### src/rtl/cu_ex_pkg.sv
// Shared definitions for the execute stage: opcodes, FSM states and result flags.
package cu_ex_pkg;

  localparam logic [5:0] OP_ADD  = 6'h00;
  localparam logic [5:0] OP_SUB  = 6'h01;
  localparam logic [5:0] OP_AND  = 6'h02;
  localparam logic [5:0] OP_OR   = 6'h03;
  localparam logic [5:0] OP_XOR  = 6'h04;
  localparam logic [5:0] OP_SLL  = 6'h05;
  localparam logic [5:0] OP_SRL  = 6'h06;
  localparam logic [5:0] OP_SRA  = 6'h07;
  localparam logic [5:0] OP_SLT  = 6'h08;
  localparam logic [5:0] OP_SLTU = 6'h09;
  localparam logic [5:0] OP_BEQ  = 6'h0A;
  localparam logic [5:0] OP_BNE  = 6'h0B;
  localparam logic [5:0] OP_BLT  = 6'h0C;
  localparam logic [5:0] OP_BGE  = 6'h0D;
  localparam logic [5:0] OP_BLTU = 6'h0E;
  localparam logic [5:0] OP_BGEU = 6'h0F;

  typedef enum logic [1:0] {
    StIdle,
    StBusy,
    StDone
  } ex_state_t;

  typedef struct packed {
    logic ovf;
    logic zero;
    logic cond;
    logic err;
  } ex_flags_t;

endpackage

### src/rtl/ex_alu_core.sv
// Combinational ALU for the execute stage: result plus ovf/zero/cond/err flags.
module ex_alu_core
  import cu_ex_pkg::*;
#(
  parameter int unsigned XLEN = 32,
  parameter int unsigned OPW  = 6
) (
  input  logic [OPW-1:0]  op_i,
  input  logic [XLEN-1:0] a_i,
  input  logic [XLEN-1:0] b_i,
  output logic [XLEN-1:0] result_o,
  output ex_flags_t       flags_o
);

  localparam int unsigned ShW = $clog2(XLEN);

  logic [XLEN-1:0] sum, diff;
  logic [ShW-1:0]  shamt;
  logic            legal, lt_s, lt_u, eq;

  assign sum   = a_i + b_i;
  assign diff  = a_i - b_i;
  assign shamt = b_i[ShW-1:0];
  assign lt_s  = $signed(a_i) < $signed(b_i);
  assign lt_u  = a_i < b_i;
  assign eq    = a_i == b_i;
  // Only the low 16 codes are defined; any higher bit set is illegal.
  assign legal = (op_i >> 4) == '0;

  always_comb begin
    result_o     = '0;
    flags_o      = '0;
    if (!legal) begin
      flags_o.err = 1'b1;
    end else begin
      case (op_i[3:0])
        OP_ADD[3:0]: begin
          result_o    = sum;
          flags_o.ovf = (a_i[XLEN-1] == b_i[XLEN-1]) && (sum[XLEN-1] != a_i[XLEN-1]);
        end
        OP_SUB[3:0]: begin
          result_o    = diff;
          flags_o.ovf = (a_i[XLEN-1] != b_i[XLEN-1]) && (diff[XLEN-1] != a_i[XLEN-1]);
        end
        OP_AND[3:0]:  result_o = a_i & b_i;
        OP_OR[3:0]:   result_o = a_i | b_i;
        OP_XOR[3:0]:  result_o = a_i ^ b_i;
        OP_SLL[3:0]:  result_o = a_i << shamt;
        OP_SRL[3:0]:  result_o = a_i >> shamt;
        OP_SRA[3:0]:  result_o = $signed(a_i) >>> shamt;
        OP_SLT[3:0]: begin
          result_o     = {{(XLEN-1){1'b0}}, lt_s};
          flags_o.cond = lt_s;
        end
        OP_SLTU[3:0]: begin
          result_o     = {{(XLEN-1){1'b0}}, lt_u};
          flags_o.cond = lt_u;
        end
        OP_BEQ[3:0]: begin
          result_o     = diff;
          flags_o.cond = eq;
        end
        OP_BNE[3:0]: begin
          result_o     = diff;
          flags_o.cond = !eq;
        end
        OP_BLT[3:0]: begin
          result_o     = diff;
          flags_o.cond = lt_s;
        end
        OP_BGE[3:0]: begin
          result_o     = diff;
          flags_o.cond = !lt_s;
        end
        OP_BLTU[3:0]: begin
          result_o     = diff;
          flags_o.cond = lt_u;
        end
        default: begin
          result_o     = diff;
          flags_o.cond = !lt_u;
        end
      endcase
    end
    flags_o.zero = (result_o == '0);
  end

endmodule

### src/rtl/cu_ex_stage.sv
// Execute-stage controller: valid/ready issue, multi-cycle ALU timing, held result until writeback.
module cu_ex_stage
  import cu_ex_pkg::*;
#(
  parameter int unsigned XLEN    = 32,
  parameter int unsigned OPW     = 6,
  parameter int unsigned LATENCY = 2,
  parameter int unsigned CNT_W   = $clog2(LATENCY + 1)
) (
  input  logic             soc_clk,
  input  logic             EX_reset_n,
  input  logic             flush,
  input  logic             in_valid,
  output logic             in_ready,
  input  logic [OPW-1:0]   op,
  input  logic             use_imm,
  input  logic [XLEN-1:0]  rs1_data,
  input  logic [XLEN-1:0]  rs2_data,
  input  logic [XLEN-1:0]  imm_data,
  output logic             out_valid,
  input  logic             out_ready,
  output logic [XLEN-1:0]  result_data,
  output logic             overflow_flag,
  output logic             zero_flag,
  output logic             condition_met_flag,
  output logic             error_flag,
  output logic [CNT_W-1:0] stage_counter,
  output logic             busy
);

  ex_state_t       state_q, state_d;
  logic [CNT_W-1:0] cnt_q, cnt_d;
  logic [OPW-1:0]  op_q, op_d;
  logic [XLEN-1:0] a_q, a_d, b_q, b_d, res_q, res_d;
  ex_flags_t       flags_q, flags_d;
  logic            valid_q, valid_d;

  logic [XLEN-1:0] alu_res;
  ex_flags_t       alu_flags;
  logic            accept;

  ex_alu_core #(
    .XLEN (XLEN),
    .OPW  (OPW)
  ) u_alu (
    .op_i     (op_q),
    .a_i      (a_q),
    .b_i      (b_q),
    .result_o (alu_res),
    .flags_o  (alu_flags)
  );

  assign in_ready = (state_q == StIdle) || ((state_q == StDone) && out_ready);
  assign accept   = in_valid && in_ready;

  always_comb begin
    state_d = state_q;
    cnt_d   = cnt_q;
    op_d    = op_q;
    a_d     = a_q;
    b_d     = b_q;
    res_d   = res_q;
    flags_d = flags_q;
    valid_d = valid_q;

    case (state_q)
      StIdle: ;
      StBusy: begin
        cnt_d = cnt_q + CNT_W'(1);
        if (cnt_q == CNT_W'(LATENCY - 1)) begin
          res_d   = alu_res;
          flags_d = alu_flags;
          valid_d = 1'b1;
          state_d = StDone;
        end
      end
      StDone: begin
        if (out_ready) begin
          valid_d = 1'b0;
          state_d = StIdle;
        end
      end
      default: state_d = StIdle;
    endcase

    // An accept from DONE implies out_ready, so out_valid is already dropping.
    if (accept) begin
      op_d    = op;
      a_d     = rs1_data;
      b_d     = use_imm ? imm_data : rs2_data;
      cnt_d   = '0;
      state_d = StBusy;
    end

    if (flush) begin
      state_d = StIdle;
      cnt_d   = '0;
      res_d   = '0;
      flags_d = '0;
      valid_d = 1'b0;
    end
  end

  always_ff @(posedge soc_clk or negedge EX_reset_n) begin
    if (!EX_reset_n) begin
      state_q <= StIdle;
      cnt_q   <= '0;
      op_q    <= '0;
      a_q     <= '0;
      b_q     <= '0;
      res_q   <= '0;
      flags_q <= '0;
      valid_q <= 1'b0;
    end else begin
      state_q <= state_d;
      cnt_q   <= cnt_d;
      op_q    <= op_d;
      a_q     <= a_d;
      b_q     <= b_d;
      res_q   <= res_d;
      flags_q <= flags_d;
      valid_q <= valid_d;
    end
  end

  assign out_valid          = valid_q;
  assign result_data        = res_q;
  assign overflow_flag      = flags_q.ovf;
  assign zero_flag          = flags_q.zero;
  assign condition_met_flag = flags_q.cond;
  assign error_flag         = flags_q.err;
  assign stage_counter      = cnt_q;
  assign busy               = (state_q == StBusy);

endmodule

### config.mk
export PLATFORM = sky130hd
export DESIGN_NAME = cu_ex_stage
export DESIGN_NICKNAME = d
export VERILOG_FILES = /design/src/rtl/cu_ex_pkg.sv /design/src/rtl/ex_alu_core.sv /design/src/rtl/cu_ex_stage.sv
export SDC_FILE = /design/constraint.sdc
export NUM_CORES = 1
export LEC_CHECK = 0
export CORE_MARGIN = 4
export CORE_UTILIZATION = 44
export CTS_CLUSTER_DIAMETER = 100
export DETAILED_ROUTE_END_ITERATION = 8
export MAX_ROUTING_LAYER = met4
export PLACE_DENSITY_LB_ADDON = 0.08
export SLEW_MARGIN = 10
export SYNTH_ARGS = -nofsm -noshare
export SYNTH_HDL_FRONTEND = slang
export SYNTH_SLANG_ARGS = --single-unit
### constraint.sdc
create_clock -name soc_clk -period 6.1 [get_ports soc_clk]
set_input_delay 1.22 -clock soc_clk [delete_from_list [all_inputs] [get_ports soc_clk]]
set_output_delay 1.22 -clock soc_clk [all_outputs]
set_load 0.005 [all_outputs]
# Word level (Yosys, flattened, before mapping)
# Index checks and enable logic that the tools add are counted.
dict set report classes {
  n_addsub 3
  order_cmp 2
  muxes 26
  n_reduce_logical 22
  bitwise 3
  n_eq_ne 27
  n_shift 3
}
# cell n
set op_table {}
lappend op_table {{32-bit case mux with 9 select lines} 1}
lappend op_table {{32-bit 2-to-1 mux} 5}
lappend op_table {{32-bit less-than comparator} 2}
lappend op_table {{32-bit adder} 1}
lappend op_table {{32-bit AND} 1}
lappend op_table {{32-bit == test} 1}
lappend op_table {{32-bit zero test} 1}
lappend op_table {{32-bit bitwise OR} 1}
lappend op_table {{32-bit by 5-bit left shift with 32-bit output} 1}
lappend op_table {{32-bit by 5-bit right shift with 32-bit output} 1}
lappend op_table {{32-bit by 5-bit >>> shifter with 32-bit output} 1}
lappend op_table {{32-bit subtractor} 1}
lappend op_table {{32-bit bitwise XOR} 1}
lappend op_table {{4-bit == test, second input constant} 7}
lappend op_table {{4-bit by 3-bit == test with 1-bit output, second input constant} 4}
lappend op_table {{2-bit 2-to-1 mux} 7}
lappend op_table {{4-bit 2-to-1 mux} 3}
lappend op_table {{4-bit by 2-bit == test with 1-bit output, second input constant} 2}
lappend op_table {{8-bit OR reduction} 1}
lappend op_table {{6-bit zero test} 1}
lappend op_table {{1-bit 2-to-1 mux} 6}
lappend op_table {{3-bit inequality test, second input constant} 2}
lappend op_table {{1-bit case mux with 6 select lines} 1}
lappend op_table {{2-bit case mux with 3 select lines} 1}
lappend op_table {{20 further kinds} 33}
dict set report totals {
  reg_bits 111
  inputBits 108
  out_inout_bits 41
}

# Depth between registers and ports, before layout
# Gate-level depths: netlist of the first run.
dict set report logic_depth {
  ltp_word 8
  depth_mapped 18
}

# Cells and area by module
# A second synthesis of the first run with hierarchy kept.
dict set report unflattened {
  hier_cells 1860
  area_unflattened_um2 15358.5
}
# mod n_inst seq_area_each_um2 cells_per_inst area_per_inst_um2
set by_module_without_submodules {}
lappend by_module_without_submodules {ex_alu_core 1 0.0 1493 10332.4}
lappend by_module_without_submodules {cu_ex_stage 1 2777.7 367 5026.1}

# Least setup slack after synthesis of the first run
# No wires, ideal clock.
dict set report synth_timing {
  path_kind {register to register}
  startpoint {register b_q[2]}
  endpoint {register flags_q, in the netlist zero_flag}
  t_arrival_ns 4.614
  period_less_slack_ns 4.680
  path_slack_ns 1.420
  setup_time_ns 0.067
  path_buffers 5
  required_time_ns 6.033
  path_stages_with_launch 19
  cell_sequence {dfrtp_1 buf_2 inv_2 buf_1 clkbuf_1 buf_1 ha_1 buf_2 nor2b_1 o311ai_0 a31oi_1 a211oi_1 o21ai_0 a221oi_1 or4b_2 o211ai_1 a31oi_1 nor4_1 a32o_2}
}
dict set report synth_via {
  elab_chain_cells 7
  word_cells_on_any_way 16
  cone_classes {2 x add/sub; 2 x order compare; 3 x shift; 5 x mux; 3 x bitwise; 1 x reduce/logical}
}
# element line_no
set synth_rtl {}
lappend synth_rtl {{start, declared} cu_ex_stage.sv:34} ;# logic [XLEN-1:0] a_q, a_d, b_q, b_d, res_q, res_d;
lappend synth_rtl {{start signal, assigned} cu_ex_stage.sv:110} ;# b_q <= '0;
lappend synth_rtl {{start signal, assigned} cu_ex_stage.sv:119} ;# b_q <= b_d;
lappend synth_rtl {{32-bit subtractor, or another cell as far along} ex_alu_core.sv:22} ;# assign diff = a_i - b_i;
lappend synth_rtl {{32-bit case mux with 9 select lines (*)} ex_alu_core.sv:36} ;# case (op_i[3:0])
lappend synth_rtl {{32-bit 2-to-1 mux (*)} ex_alu_core.sv:33} ;# if (!legal) begin
lappend synth_rtl {{32-bit zero test (*)} ex_alu_core.sv:85} ;# flags_o.zero = (result_o == '0);
lappend synth_rtl {{4-bit 2-to-1 mux (*)} cu_ex_stage.sv:70} ;# if (cnt_q == CNT_W'(LATENCY - 1)) begin
lappend synth_rtl {{4-bit 2-to-1 mux (*)} cu_ex_stage.sv:66} ;# case (state_q)
lappend synth_rtl {{4-bit 2-to-1 mux (*)} cu_ex_stage.sv:95} ;# if (flush) begin
lappend synth_rtl {{end signal, assigned} cu_ex_stage.sv:121} ;# flags_q <= flags_d;
lappend synth_rtl {{end, declared} cu_ex_stage.sv:35} ;# ex_flags_t flags_q, flags_d;
# Mark *: on every way between the ends. The rest lies on a longest branch, timed or not. The select of a mux whose other input is x is not followed.
# A chain may end at the register's enable or synchronous reset.

# Worst setup path after layout of the first run
dict set report layout_timing {
  startpoint {register b_q[0]}
  endpoint {register flags_q, in the netlist condition_met_flag}
}
dict set report layout_via {
  elab_chain_cells 7
  word_cells_on_any_way 11
  cone_classes {2 x order compare; 1 x eq/ne; 5 x mux; 3 x reduce/logical}
}
# element line_no
set layout_rtl {}
lappend layout_rtl {{32-bit less-than comparator, or another cell as far along} ex_alu_core.sv:25} ;# assign lt_u = a_i < b_i;
lappend layout_rtl {{1-bit zero test, on equally long branches} {ex_alu_core.sv:81, ex_alu_core.sv:65, ex_alu_core.sv:73}}
lappend layout_rtl {{1-bit case mux with 6 select lines (*)} ex_alu_core.sv:36}
lappend layout_rtl {{1-bit 2-to-1 mux (*)} ex_alu_core.sv:33}
lappend layout_rtl {{4-bit 2-to-1 mux (*)} cu_ex_stage.sv:70}
lappend layout_rtl {{4-bit 2-to-1 mux (*)} cu_ex_stage.sv:66}
lappend layout_rtl {{4-bit 2-to-1 mux (*)} cu_ex_stage.sv:95}
# Marks and branches as above.

==> results of run 1 <==
==> final timing paths <==
check                                            start                        endpoint  slack (ps)  depth (start not counted)
worst max-delay path                b_q[0]$_DFFE_PN0P_  condition_met_flag$_DFFE_PN0P_         480                         14
worst min-delay path            error_flag$_DFFE_PN0P_          error_flag$_DFFE_PN0P_         490                          2
worst max register to register      b_q[0]$_DFFE_PN0P_  condition_met_flag$_DFFE_PN0P_         480                         14
worst min register to register  error_flag$_DFFE_PN0P_          error_flag$_DFFE_PN0P_         490                          2
max in group asynchronous                   EX_reset_n              b_q[3]$_DFFE_PN0P_        4290                          2
min in group asynchronous                   EX_reset_n              b_q[0]$_DFFE_PN0P_         770                          1
==> state kept, by name (all words and copies together) (netlist names) <==
signal / count
result_data: 32
out_valid: 1
error_flag: 1
stage_counter: 2
state_q: 2
condition_met_flag: 1
zero_flag: 1
op_q: 6
overflow_flag: 1
a_q: 32
b_q: 32
==> power by group through the flow <==
stage          Combinational, uW  Clock, uW  Sequential, uW
2_1_floorplan               2170          0             912
3_3_place_gp                3160          0            1040
3_5_place_dp                3140          0            1050
4_1_cts                     3160        649            1040
5_1_grt                     3450        674            1060
6_report                    3280        643            1050
==> synthesized netlist by cell type (all sizes together), types with 13 or more instances <==
| cell type | n |
|---|---|
| dfrtp | 111 |
| nor4 | 21 |
| o21ai | 132 |
| a31oi | 18 |
| nor2 | 161 |
| clkbuf | 95 |
| nor3 | 42 |
| nand2 | 182 |
| a22o | 25 |
| o211ai | 32 |
| mux2 | 39 |
| a22oi | 23 |
| mux2i | 83 |
| o22ai | 17 |
| nand4 | 21 |
| mux4 | 50 |
| buf | 55 |
| a211oi | 40 |
| nand2b | 13 |
| a2111oi | 15 |
| inv | 107 |
| xnor2 | 34 |
| ha | 98 |
| a21oi | 151 |
| nor2b | 21 |
| nand3 | 42 |
==> final cells by class <==
class / instances / area, sq um
clock inverter: 7 / 72.57
inverter: 107 / 401.6
tap: 442 / 553.0
antenna: 4 / 10.01
sequential: 111 / 2785
fill: 3267 / 15990
clock buffer: 9 / 225.2
timing repair buffer: 189 / 1794
multi-input combinational: 1473 / 10710
==> worst min-delay path: stages, from the launching register on <==
cell,delay [ps]
dfrtp_1,350
nand2_1,50
o21ai_0,60
==> metrics by stage <==
step                      cell area, sq um  total power, uW  hold slack, ps  instances
after floorplan                      14520             3082           473.3       1841
after global placement               16240             4200           468.6       2322
after detailed placement             16240             4191           478.3       2322
after CTS                            16540             4845           497.3       2338
after global routing                 16550             5178           518.3       2342
final                                16550             4970           493.5       2342
==> metal layers <==
metal	track usage [%]	up-vias
met5	-	-
li1	-	6952
met1	48.55	7708
met2	57.61	1102
met4	19.06	0
met3	9.945	266
==> cell families (layout without fill, tap and decap cells) <==
kind of cell               Yosys count  count (layout)
AOI/OAI and AO/OA                  590             590
and+or+nand+nor                    570             570
buffers and inverters              257             312
muxes                              172             172
DFF                                111             111
adders and majority gates          100             100
xor gates and xnor gates            41              41
other                                0               4
==> flow_metrics.env, run 1 <==
export IMPL_cp_start_kind="flop"
export IMPL_synth_cells=1841
export IMPL_cp_cell_sequence="ha_1 > inv_1 > fa_1 > nor2b_1 > o311ai_0 > a31oi_1 > a221oi_1 > o2111ai_1 > a31oi_1 > o21a_1 > xnor2_1 > nor2_1 > a21oi_1 > o21ai_0"
export IMPL_synthAdderAreaFrac_pct=8.720
export IMPL_drc=0
export IMPL_worst_pin_slew_ps=1317
export IMPL_power_frac_comb_pct=66.0
export IMPL_first_pass_iters=6
export IMPL_worst_ep_required_time_ps=6370
export IMPL_timing_final_crit_period_ps=5618
export IMPL_maxSlewViolCount=0
export IMPL_crit_top_cell="a31oi_1"
export IMPL_powerDensity_nw_per_um2=300.3
export IMPL_synth_area_sq_um=14520
export IMPL_slowest_stage="a221oi_1"
export IMPL_syn_to_final_growth_pct=13.98
export IMPL_grt_max_degree=101
export IMPL_post_drt_wl_per_cell_um=29.59
export IMPL_rows=66
export IMPL_critical_path_top_delay_family="compound AO/OA/AOI/OAI gates"
export IMPL_initial_core_util_pct=44.63
export IMPL_switchingPower_uw=2694
export IMPL_post_route_worst_setup_slack_ps=481.8
export IMPL_pwr_share_seq_pct=21.1
export IMPL_avgSynthCellArea_sq_um=7.888
export IMPL_ys_seq_area_share_pct=19.13
export IMPL_cts_sinks=111
export IMPL_drtIter0Drc=2255
export IMPL_cts_tree="done"
export IMPL_dr_wl_met3_um=7850
export IMPL_yosys_top_cells_area="dfrtp_1 19%, ha_1 8.4%, mux4_2 6.8%"
export IMPL_htree_num_levels=3
export IMPL_vias_per_cell=6.844
export IMPL_wl_met1_um=26930
export IMPL_period_share_pct=92.10
export IMPL_path_max_fanout=32
export IMPL_ys_types=90
export IMPL_cts_inserted_buffers=9
export IMPL_min_path_type="flop to flop"
export IMPL_slew_headroom_pct=9.947
export IMPL_max_stage_delay_ps=940
export IMPL_yosysTopAreaCellShare_pct=19.13
export IMPL_crit_type="flop to flop"
export IMPL_grt_pass1_vias=15300
export IMPL_synth_warnings=0
export IMPL_grt_overflow=0
export IMPL_place_hpwl_um=53010
export IMPL_cts_hold_buf=0
export IMPL_post_cts_buffers=0
export IMPL_top_layer="met4"
export IMPL_clockRootBuffer="clkbuf_16"
export IMPL_synth_largest_area_cell="dfrtp_1"
export IMPL_die_area_sq_um=35970
export IMPL_p_clk_share_pct=12.9
export IMPL_final_util_pct=50.87
export IMPL_synth_edf_count=0
export IMPL_track_usage_pct=38.51
export IMPL_p_sw_share_pct=54.21
export IMPL_layout_commonest_cell="nand2_1"
export IMPL_status="completed"
export IMPL_io_pins=149
export IMPL_fin_nets=2099
export IMPL_synth_ff_type="dfrtp_1"
export IMPL_pre_cts_slack_ps=884.5
export IMPL_met2WireLength_um=30090
export IMPL_critPathCaptureType="flop"
export IMPL_synth_nets=2049
export IMPL_yosys_mux_area_fraction_pct=16.81
export IMPL_clkLatencyLatePin_ps=400
export IMPL_portBuffers=148
export IMPL_vdd_drop_max_v=0.0001737
export IMPL_cts_repair_resized=0
export IMPL_p_int_uw=2276
export IMPL_grt_pass1_wl_um=102000
export IMPL_setup_violations=0
export IMPL_core_sq_um=32540
export IMPL_antenna_found_initial=4
export IMPL_ant_nets=0
export IMPL_die_w_um=189.7
export IMPL_drv_cap=0
export IMPL_path_clk_slew_ps=90
export IMPL_hold_violations=0
export IMPL_crit_arrival_ps=5890
export IMPL_synth_top_family_by_area="compound AO/OA/AOI/OAI gates"
export IMPL_crit_buf_inv=1
export IMPL_rsz0062_at_grt="no"
export IMPL_gp_congestion=1.086
export IMPL_synth_simple_area_share_pct=18.46
export IMPL_die_h_um=189.7
export IMPL_setup_tns_final_ps=0
export IMPL_synthArstFlopShare_pct=100.0
export IMPL_final_cell_mix="182 x nand2_1, 160 x nor2_1, 150 x a21oi_1"
export IMPL_synth_xor_area_share_pct=2.473
export IMPL_cts_buffer_depth=2
export IMPL_p_leak_uw=0.006783
export IMPL_fmax_mhz=178.0
export IMPL_drive_above_1_share_pct=8.966
export IMPL_synth_compound_gate_area_share_pct=26.96
export IMPL_clock_skew_ps=13.54
export IMPL_via_count=16030
export IMPL_wirelength_um=69310
export IMPL_synth_seq_cells=111
Power figures use the tool's default switching activity.
==> run 2: changes to the inputs <==
--- a/config.mk
+++ b/config.mk
@@ -6,7 +6,7 @@
 export NUM_CORES = 1
 export LEC_CHECK = 0
 export CORE_MARGIN = 4
-export CORE_UTILIZATION = 44
+export CORE_UTILIZATION = 45
 export CTS_CLUSTER_DIAMETER = 100
 export DETAILED_ROUTE_END_ITERATION = 8
 export MAX_ROUTING_LAYER = met4
==> flow_metrics.env, run 2 (synthesized netlist as in run 1, its figures left out) <==
export IMPL_powerDensity_nw_per_um2=299.7
export IMPL_grt_pass1_wl_um=101300
export IMPL_vdd_drop_max_v=0.0001848
export IMPL_clkLatencyLatePin_ps=400
export IMPL_min_path_type="flop to flop"
export IMPL_io_pins=149
export IMPL_fmax_mhz=184.3
export IMPL_drtIter0Drc=2403
export IMPL_rows=65
export IMPL_drive_above_1_share_pct=8.813
export IMPL_grt_max_degree=98
export IMPL_htree_num_levels=3
export IMPL_initial_core_util_pct=45.78
export IMPL_cp_cell_sequence="buf_12 > mux2_2 > mux2i_1 > nor2_1 > a2111oi_0 > o31ai_1 > a2111oi_0 > a211oi_1 > nor4_1 > nand4b_1 > nor4_1 > a32o_2"
export IMPL_hold_violations=0
export IMPL_core_sq_um=31720
export IMPL_fillCellCount=3125
export IMPL_track_usage_pct=38.61
export IMPL_place_hpwl_um=52080
export IMPL_layout_commonest_cell="nand2_1"
export IMPL_status="completed"
export IMPL_drv_cap=0
export IMPL_die_h_um=187.6
export IMPL_power_uw=4941
export IMPL_worstSetupStartpoint="b_q[0]$_DFFE_PN0P_"
export IMPL_portBuffers=148
export IMPL_grt_overflow=0
export IMPL_final_cell_mix="182 x nand2_1, 160 x nor2_1, 150 x a21oi_1"
export IMPL_timing_final_crit_period_ps=5427
export IMPL_post_cts_buffers=0
export IMPL_setup_violations=0
export IMPL_cts_sinks=111
export IMPL_vias_per_cell=7.057
export IMPL_worst_hold_slack_ps=487.6
export IMPL_clockRootBuffer="clkbuf_16"
export IMPL_die_w_um=187.6
export IMPL_fin_nets=2098
export IMPL_grt_pass1_vias=15290
export IMPL_crit_arrival_ps=5760
export IMPL_gp_congestion=1.103
export IMPL_post_drt_wl_per_cell_um=29.67
export IMPL_cts_buffer_depth=2
export IMPL_seq_area_sq_um=2785
export IMPL_rsz0062_at_grt="no"
export IMPL_slowest_stage="a2111oi_0"
export IMPL_ant_nets=0
export IMPL_worst_pin_slew_ps=1231
export IMPL_cts_inserted_buffers=9
export IMPL_hp_start="result_data[25]$_DFFE_PN0P_"
export IMPL_clock_skew_ps=20.49
export IMPL_worst_ep_required_time_ps=6430
export IMPL_setup_tns_final_ps=0
export IMPL_drc=0
export IMPL_crit_type="flop to flop"
export IMPL_r2r_start="b_q[0]$_DFFE_PN0P_"
export IMPL_slew_headroom_pct=15.79
export IMPL_maxSlewViolCount=0
export IMPL_antenna_found_initial=1
export IMPL_cts_hold_buf=0
export IMPL_syn_to_final_growth_pct=13.52
export IMPL_period_share_pct=88.96
export IMPL_p_leak_uw=0.006774
export IMPL_max_stage_delay_ps=1070
export IMPL_wirelength_um=68190
export IMPL_cts_tree="done"
export IMPL_path_max_fanout=63
export IMPL_cts_repair_resized=0
export IMPL_r2r_setup_slack_ps=670
export IMPL_via_count=16220
export IMPL_cp_start_kind="flop"
export IMPL_first_pass_iters=9
export IMPL_path_clk_slew_ps=100
export IMPL_die_area_sq_um=35210
export IMPL_multi_input_area_sq_um=10710
export IMPL_critPathCaptureType="flop"
==> run 2: where the power goes <==
group	internal, uW	total, uW	switching [uW]
logic	1170	3260	2090
registers	811	1050	241
clock network	296	625	329
total	2280	4940	2660
==> run 2: cell type report <==
cell class / instances / share of cell area, %
multi-input combinational: 1473 / 64.96
clock inverter: 4 / 0.2277
antenna: 1 / 0.01518
sequential: 111 / 16.90
inverter: 107 / 2.436
clock buffer: 12 / 1.495
tap: 402 / 3.051
timing repair buffer: 188 / 10.91
==> run 2: path summary, 6_finish.rpt <==
kind                                               end  depth (start not counted)
setup / recovery                 zero_flag$_DFFE_PN0P_                         12
hold / removal             result_data[25]$_DFFE_PN0P_                          2
setup reg to reg                 zero_flag$_DFFE_PN0P_                         12
hold reg to reg            result_data[25]$_DFFE_PN0P_                          2
max in group asynchronous  result_data[19]$_DFFE_PN0P_                          2
min in group asynchronous          a_q[30]$_DFFE_PN0P_                          1
==> run 2: critical path, delay by kind of cell, from the launching register on <==
kind	cells	cell delay, ps
mux	2	670
flops	1	800
compound gates	5	2390
buf+inv	1	420
simple gates	4	1040
==> run 2: metrics by stage <==
stage / cell area [sq um] / util, % / cells / worst slack, ps
final: 16480 / 51.97 / 2298 / 673.3
after global routing: 16480 / 51.97 / 2298 / 666.5
after CTS: 16480 / 51.96 / 2297 / 1028
after detailed placement: 16200 / 51.07 / 2281 / 1092
after global placement: 16200 / 51.07 / 2281 / 1006
after floorplan: 14520 / - / 1841 / 1420
==> run 2: routing by layer <==
metal / vias to the layer above / share of wire (%) / track usage, %
li1: 6962 / - / -
met1: 7784 / 39 / 50.18
met2: 1202 / 43 / 56.59
met3: 269 / 12 / 8.768
met4: 0 / 6.4 / 19.51
met5: - / 0 / -
==> edit (flow settings as in run 1) <==
`LATENCY`: 2 -> 1.
--- a/src/rtl/cu_ex_stage.sv
+++ b/src/rtl/cu_ex_stage.sv
@@ -4,7 +4,7 @@
 #(
   parameter int unsigned XLEN    = 32,
   parameter int unsigned OPW     = 6,
-  parameter int unsigned LATENCY = 2,
+  parameter int unsigned LATENCY = 1,
   parameter int unsigned CNT_W   = $clog2(LATENCY + 1)
 ) (
   input  logic             soc_clk,
Ports: changed (resized stage_counter); port bits go from 149 to 148. No check against the original RTL was run, so the function may have changed too.
==> edit against run 1 <==
Clock power up 8.1%. Core utilization up 0.49 points. Power rose by 7.3%. Via count down 1.5%. Area after synthesis is 1.6% lower. Routed wire length down 1.5%. Final area decreased by 1.3%. Cell count down 1.3%. Sequential cell count decreased by 1. Worst setup slack gained 0.70 ns. Critical path type unchanged.
==> edit: results (changes against run 1) <==
R2R cell count: 13 (-1)
Placer Congestion: 1.12 (+2.7%)
Placed Cells: 2293 (-1.2%)
Asr flop ratio synth: 100% (unchanged)
Commonest register cell after synthesis: dfrtp_1
Post-Syn Instances: 1813 (-1.5%)
Initial DRC count: 2345 (+4.0%)
I/O Buffers: 147 (-0.68%)
DP Worst Slack: 1.43 ns (+0.542 ns)
Commonest cells in the netlist: nand2_1, nor2_1, a21oi_1
Routed len/inst: 29.5 µm (-0.16%)
Clock tree buffer depth: 2 (unchanged)
DP Wirelength: 52.5 mm (-1.0%)
Crit path DAT: 5.18 ns (-0.71 ns)
Crit-path slowest cell: dfrtp_2
FILL cells: 3139 (-3.9%)
Hold Crit Class: reg -> reg
Worst-Margin Slew: 1.25 ns (-0.0666 ns)
Setup ws final: 1.19 ns (+0.704 ns)
Clk pin slew, worst setup/hold paths: 0.08 ns
Worst path max stage delay: 0.76 ns (-0.18 ns)
GRT met1 Usage: 53.0% (+4.4 points)
Peak supply drop: 0.000196 V (+13%)
# Post-CTS Setup Buffers: 0 (unchanged)
Reg2reg setup slack: 1.19 ns (+0.70 ns)
Netlist cell types: 98 (+8.9%)
Fin Clk Skew: 0.0212 ns (+0.00764 ns)
Synth top area cells: dfrtp_1, ha_1, mux4_2
Gr usage total: 38.4% (-0.11 points)
Vias in the first global route: 14706 (-3.9%)
Largest net degree at the start of global routing: 97 (-4.0%)
Fin nets: 2076 (-1.1%)
Grt met3 use: 8.43% (-1.5 points)
Fraction of layout instances using a drive strength above 1: 9.07% (+0.11 points)
M2 GR Usage: 55.5% (-2.1 points)
Max FO, Critical Path: 30 (-6.3%)
DR vias: 15792 (-1.5%)
Root buffer cell: clkbuf_16
Run status: complete, no violations
First-pass GRT wire length: 99.7 mm (-2.3%)
Number of antenna violations at the first check in global routing: 2 (-2)
Hold slack: 0.480 ns (-0.0130 ns)
Register area share after synthesis: 19.3% (+0.14 points)
Clock Latency Late Sink: 0.41 ns
DRT Wirelength: 68.3 mm (-1.5%)
Syn Nets: 2020 (-1.4%)
Net Sw Frac: 53.7% (-0.47 points)
Lkg Pwr: 6.69 nW (-1.3%)
Placed instance area: 16000 µm² (-1.5%)
Synth warn: 0 (unchanged)
==> edit: cell count changes after synthesis, moves of 6 or more <==
cell | before | now
nand3_1 | 42 | 29
mux2_2 | 31 | 25
buf_2 | 24 | 31
mux2i_1 | 83 | 93
nand2_1 | 182 | 188
a211oi_1 | 40 | 18
mux4_1 | 6 | 0
nor4_1 | 21 | 12
buf_6 | 2 | 11
a22o_1 | 25 | 11
o31ai_1 | 10 | 16
nand4_1 | 21 | 13
buf_1 | 22 | 14
clkbuf_1 | 95 | 88
==> edit: critical path, delay by kind of cell, from the launching register on <==
| kind | cells | cell delay [ns] |
|---|---|---|
| buf+inv | 2 | 0.30 |
| flops | 1 | 0.76 |
| mux | 1 | 0.37 |
| fa+ha+maj | 1 | 0.55 |
| compound gates | 9 | 2.76 |
==> edit: path summary, 6_finish.rpt <==
| kind | start | endpoint |
|---|---|---|
| worst max-delay path | b_q[2] | overflow_flag |
| worst max register to register | b_q[2] | overflow_flag |
| min in group asynchronous | EX_reset_n | b_q[8] |
| worst min-delay path | result_data[1] | result_data[1] |
| max in group asynchronous | EX_reset_n | a_q[20] |
| worst min register to register | result_data[1] | result_data[1] |
==> edit: cells by family (layout without fill, tap and decap cells) <==
logic type / count (synthesis) / count (layout) / share of synthesized area (%)
flops: 110 / 110 / 19.3
other cells: 0 / 2 / 0
mux: 165 / 165 / 15.8
buf+inv: 250 / 311 / 7.55
fa+ha+maj: 99 / 99 / 8.78
compound gates: 585 / 585 / 27.6
simple gates: 568 / 568 / 18.8
xor+xnor: 36 / 36 / 2.21
==> edit: final cells by class <==
class | instances | area, µm² | share of cell area, %
diodes | 2 | 5.00 | 0.0306
clock buffers | 10 | 229 | 1.40
clock inverters | 6 | 105 | 0.643
inverters | 103 | 387 | 2.37
multi-input cells | 1453 | 10500 | 64.2
flip-flops and latches | 110 | 2760 | 16.9
well taps | 435 | 544 | 3.33
repair buffers | 192 | 1810 | 11.1
==> edit: power groups by stage <==
stage | registers, mW | clock network, mW | logic, mW
2_1_floorplan | 0.936 | 0 | 2.35
3_3_place_gp | 1.09 | 0 | 3.39
3_5_place_dp | 1.10 | 0 | 3.37
4_1_cts | 1.08 | 0.709 | 3.39
5_1_grt | 1.11 | 0.740 | 3.72
6_report | 1.10 | 0.695 | 3.54
==> edit: layer usage <==
metal / up-vias / part of all wire (%)
met5: - / 0
met4: 0 / 4.5
met3: 184 / 11
met2: 1123 / 43
met1: 7645 / 42
li1: 6840 / -
